===== config.mk =====
export PLATFORM = sky130hd
export DESIGN_NAME = grom_mem_arbiter
export DESIGN_NICKNAME = d
export VERILOG_FILES = /design/src/rtl/grom_mem_arbiter.sv
export SDC_FILE = /design/constraint.sdc
export NUM_CORES = 1
export LEC_CHECK = 0
export BUFFER_PORTS_ARGS = -buffer_cell sky130_fd_sc_hd__buf_2
export CAP_MARGIN = 20
export CORE_MARGIN = 1.5
export CORE_UTILIZATION = 33
export DETAILED_ROUTE_END_ITERATION = 12
export PLACE_DENSITY_LB_ADDON = 0.12
export SETUP_SLACK_MARGIN = 0.05
export SLEW_MARGIN = 30
export SYNTH_ARGS = -nofsm -noshare
export SYNTH_HDL_FRONTEND = slang
export SYNTH_SLANG_ARGS = --single-unit

===== constraint.sdc =====
create_clock -name clk -period 2.85 [get_ports clk]
set_input_delay 0.7125 -clock clk [delete_from_list [all_inputs] [get_ports clk]]
set_output_delay 0.7125 -clock clk [all_outputs]
set_load 0.05 [all_outputs]

===== src/rtl/grom_mem_arbiter.sv =====
// Two-master arbiter for the single-port ram_memory: round-robin grant, burst cap,
// and a CPU lock that holds the bus across read-modify-write sequences.
module grom_mem_arbiter #(
    parameter int ADDR_WIDTH = 12,
    parameter int DATA_WIDTH = 8,
    parameter int MAX_BURST  = 4
) (
    input  logic                  clk,
    input  logic                  reset,
    input  logic                  m0_req,
    input  logic [ADDR_WIDTH-1:0] m0_addr,
    input  logic [DATA_WIDTH-1:0] m0_wdata,
    input  logic                  m0_we,
    input  logic                  m0_lock,
    output logic                  m0_gnt,
    output logic [DATA_WIDTH-1:0] m0_rdata,
    output logic                  m0_rvalid,
    input  logic                  m1_req,
    input  logic [ADDR_WIDTH-1:0] m1_addr,
    input  logic [DATA_WIDTH-1:0] m1_wdata,
    input  logic                  m1_we,
    output logic                  m1_gnt,
    output logic [DATA_WIDTH-1:0] m1_rdata,
    output logic                  m1_rvalid,
    output logic [ADDR_WIDTH-1:0] mem_addr,
    output logic [DATA_WIDTH-1:0] mem_wdata,
    output logic                  mem_we,
    output logic                  mem_memreq,
    input  logic [DATA_WIDTH-1:0] mem_rdata
);

    localparam int CW = (MAX_BURST > 1) ? $clog2(MAX_BURST) : 1;

    typedef enum logic [1:0] {
        IDLE = 2'd0,
        OWN0 = 2'd1,
        OWN1 = 2'd2
    } state_t;

    state_t          state;
    state_t          state_next;
    logic            rr_ptr;
    logic [CW-1:0]   burst_cnt;
    logic            cap_hit;
    logic            xfer0;
    logic            xfer1;

    // Handshake: a master holds req/addr/wdata/we stable; a transfer happens in every
    // cycle where its gnt and req are both high. rvalid follows a read transfer by one cycle.
    assign m0_gnt   = (state == OWN0);
    assign m1_gnt   = (state == OWN1);
    assign m0_rdata = mem_rdata;
    assign m1_rdata = mem_rdata;
    assign cap_hit  = (burst_cnt == CW'(MAX_BURST - 1));

    // State register
    always_ff @(posedge clk) begin
        if (reset) begin
            state <= IDLE;
        end else begin
            state <= state_next;
        end
    end

    // Next-state logic
    always_comb begin
        state_next = state;
        case (state)
            IDLE: begin
                if (m0_req && m1_req) state_next = rr_ptr ? OWN1 : OWN0;
                else if (m0_req)      state_next = OWN0;
                else if (m1_req)      state_next = OWN1;
                else                  state_next = IDLE;
            end
            OWN0: begin
                if (!m0_req)                           state_next = m1_req ? OWN1 : IDLE;
                else if (cap_hit && m1_req && !m0_lock) state_next = OWN1;
                else                                   state_next = OWN0;
            end
            OWN1: begin
                if (!m1_req)               state_next = m0_req ? OWN0 : IDLE;
                else if (cap_hit && m0_req) state_next = OWN0;
                else                       state_next = OWN1;
            end
            default: state_next = IDLE;
        endcase
    end

    // Output logic: memory port is driven only by a transferring owner, never during reset
    always_comb begin
        xfer0      = !reset && (state == OWN0) && m0_req;
        xfer1      = !reset && (state == OWN1) && m1_req;
        mem_memreq = 1'b0;
        mem_we     = 1'b0;
        mem_addr   = '0;
        mem_wdata  = '0;
        if (xfer0) begin
            mem_memreq = 1'b1;
            mem_we     = m0_we;
            mem_addr   = m0_addr;
            mem_wdata  = m0_wdata;
        end else if (xfer1) begin
            mem_memreq = 1'b1;
            mem_we     = m1_we;
            mem_addr   = m1_addr;
            mem_wdata  = m1_wdata;
        end
    end

    // Fairness bookkeeping and read-valid pipeline
    always_ff @(posedge clk) begin
        if (reset) begin
            rr_ptr    <= 1'b0;
            burst_cnt <= '0;
            m0_rvalid <= 1'b0;
            m1_rvalid <= 1'b0;
        end else begin
            m0_rvalid <= xfer0 && !m0_we;
            m1_rvalid <= xfer1 && !m1_we;
            if (state_next != state && state_next == OWN0) begin
                rr_ptr    <= 1'b1;
                burst_cnt <= '0;
            end else if (state_next != state && state_next == OWN1) begin
                rr_ptr    <= 1'b0;
                burst_cnt <= '0;
            end else if ((xfer0 || xfer1) && !cap_hit) begin
                burst_cnt <= burst_cnt + CW'(1);
            end
        end
    end

endmodule


==> results.md <==
* Result of the run: completed
* Remaining global-route overflow at 0
* Drt via density at 5.05
* Fill cell total of the finished layout at 215
* Area grow syn2layout at 36.0%
* Most frequent cells in the layout: 72 x buf_2, 19 x a22o_1, 9 x nor2b_1
* Worst min-delay path category: reg -> reg
* Cell depth of the worst min-delay path at 2
* Hold buffer count at CTS at 0
* Sum of internal, switching and leakage power at 0.318 mW
* Ratio of cells with drive above 1 in the final layout at 57.4%
* Startpoint class of the critical path: input port
* Setup repair bufs after CTS at 0
* Depth of the worst register-to-register path at 5
* Count of final max-slew check failures at 0
* Yosys Warn Count at 0
* Final antenna-violating net count at 0
* Worst hold endpoint: rr_ptr
* Via count of the routed design at 848
* HPWL Detailed at 1760 um
* Pin count of the biggest net entering global routing at 25
* Vias in the first global route at 833
* Max-cap violations at 0
* Clock latency of the later-clocked register in the worst-skew pair at 0.25 ns
* Reg-to-reg setup timing slack at between 1 and 1.5 ns
* CTS tree: yes
* Number of antenna violations at the first check in global routing at 0
* Number of instances resized during post-cts repair at 0
* Maximum clock frequency at 0.391 GHz
* R2r endpoint: burst_cnt[0]
* Area of the mapped netlist at 737 um2
* Per-cell routed wire length at 13.3 um
* Setup TNS at 0 ns
* Classification of the worst setup path: in -> out
* Primary FF master, synth: dfxtp_1
* Min-Delay Startpoint: rr_ptr
* Core Region at 2020 um2
* Iter 0 DRT Violations at 16
* Placer Congestion at roughly 0.8
* Number of H-tree branching levels at 1
* Global-route wire length before repair at 3480 um
* Total leakage power at 0.583 nW
* Worst Path Arrival at 1.84 ns
* Cell type contributing the most total cell area after synthesis: a22o_1
* Boundary Pins at between 90 and 100
* Commonest non-fill, non-tap cell in the layout: buf_2
* Worst flop-to-flop path startpoint: state[1]
* Share of Yosys cell area claimed by the top area cell type at around 23%
* Most frequent CP cell: buf_2
* Number of antenna repair diodes at 0
* CP max stage delay at between 0.2 and 0.3 ns
* Final cycle utilization of the critical path at about nine tenths
* Die ar. at 2530 um2
* Total power density per cell area at 318 nW/um2
* Register area share after synthesis at 19.0%
* Y dimension of the die at 50.3 um
* Top delay family on crit path: buffers and inverters
* Number of optimization iterations in the first detailed-route pass at 4
* Library cells used by synthesis at 24
* Net total in the final layout at slightly below 200
* Hold violation total from the final report at 0
* Die outline width at 50.3 um
* Setup repair after global routing missed its margin: false
* Cells after Synth at 86
* Worst vdd ir at between 0.0002 and 0.0003 V
* Starting density of the core at 36.4%
* Non-filler cells in the finished layout at ~170
* Mean instance size in the synthesized netlist at 8.57 um2
* # clock sinks at 7
* CTS buffer count at 3
* Relative slew slack at 80.5%
* Element type at the critical path end: primary output
* Post-synthesis sequential element count at 7
* Total setup violations reported at the end of the flow at 0
* Setup clock skew after layout at 0.000852 ns
* Shortest clock period the worst path allows after layout at approximately 2.6 ns
* Total Routing Usage GR at 17.4%
* Dpl cells at 164
* DRC at 0
* Critical path peak fanout at 24
* Async S/R FF share, synth at 0%
* CTS max path bufs at 2
* Number of enable flip-flop cells after synthesis at 0
* Total wire length after detailed routing at 2230 um
* Worst Max-Slew Pin Slew at 0.293 ns
* Library cell used as clock root buffer: clkbuf_4
* Required time of the worst setup path at 2.14 ns
* Ranking of synthesized cells by area: a22o_1 23%, dfxtp_1 19%, buf_4 17%
* Cells along the critical path: buf_2, and4bb_1, buf_4, a22o_1, buf_2
* Clock transition at the registers of the reported paths at 0.05 ns
* Standard cell with the maximum stage delay on the critical path: buf_2
* Worst path buffer plus inverter count at 3
* Post-Synthesis Net Count at roughly 140
* Std cell rows at 16
* Port-buffer cells at a little over 70
[cells by family (layout without fill, tap and decap cells)]
family / count (synthesis) / count (layout) / share of synthesized area (%)
AO/OA/AOI/OAI: 33 / 33 / 36.2
XOR/XNOR: 1 / 1 / 1.19
adder cells (fa/ha/maj): 1 / 1 / 1.70
buffers and inverters: 24 / 79 / 23.6
flip-flops: 7 / 7 / 19.0
multiplexers: 1 / 1 / 1.36
AND/OR/NAND/NOR: 19 / 19 / 17.0
[where the power goes]
group,total (mW),internal (mW),switching (mW)
Combinational,0.121,0.0491,0.0715
Clock,0.0901,0.0534,0.0367
Sequential,0.108,0.102,0.00554
Total,0.318,0.205,0.114
[area by class of cell]
class	instances	area [um2]	share of cell area, %
Inverter	1	3.75	0.375
Timing Repair Buffer	74	375	37.5
Sequential cell	7	140	14.0
Tap cell	27	33.8	3.37
Clock buffer	4	26.3	2.62
Multi-Input combinational cell	55	423	42.2
[synthesized netlist by cell type, types with 2 or more instances]
master	number
nor2b_1	9
nand2_1	3
a21oi_1	4
a22o_2	2
buf_4	17
buf_2	4
o21ai_0	4
a22o_1	19
and4bb_1	2
dfxtp_1	7
buf_6	2
[how the worst max path moves through the flow]
stage	start	to	slack, ns	cells past startpoint
3_3_place_gp	reset	mem_addr[8]	0.33	5
5_1_grt	reset	mem_addr[8]	0.25	5
6_report	reset	mem_addr[8]	0.29	5
3_5_place_dp	reset	mem_addr[8]	0.30	5
4_1_cts	reset	mem_addr[8]	0.30	5
2_1_floorplan	reset	mem_addr[0]	0.42	4
[sequential cells by signal, summed over array words and instances (netlist names)]
register	cells
m0_rvalid	1
m1_rvalid	1
burst_cnt	2
state	2
rr_ptr	1
[per-stage QoR]
stage	worst slack [ns]	hold WS (ns)	cell area (um2)	utilization, %
floorplan	0.424	0.464	737	-
global placement	0.328	0.501	976	48.3
detailed placement	0.300	0.496	976	48.3
CTS	0.300	0.507	1000	49.6
global route	0.248	0.552	1000	49.6
finish	0.294	0.512	1000	49.6
[layer usage]
layer	vias to the layer above	share of wire [%]	GRT usage [%]
met1	376	37	17.0
met3	3	11	7.14
met2	56	51	33.6
li1	413	-	-
met4	0	0.36	3.70
met5	-	0	0
[worst reg2reg max path, delay by kind of cell, from the launching register on]
kind | cells | cell delay, ns
AOI/OAI and AO/OA | 1 | 0.25
and+or+nand+nor | 2 | 0.38
xor gates and xnor gates | 1 | 0.13
buffers and inverters | 1 | 0.21
DFF | 1 | 0.48
(Power assumes the default switching activity.)
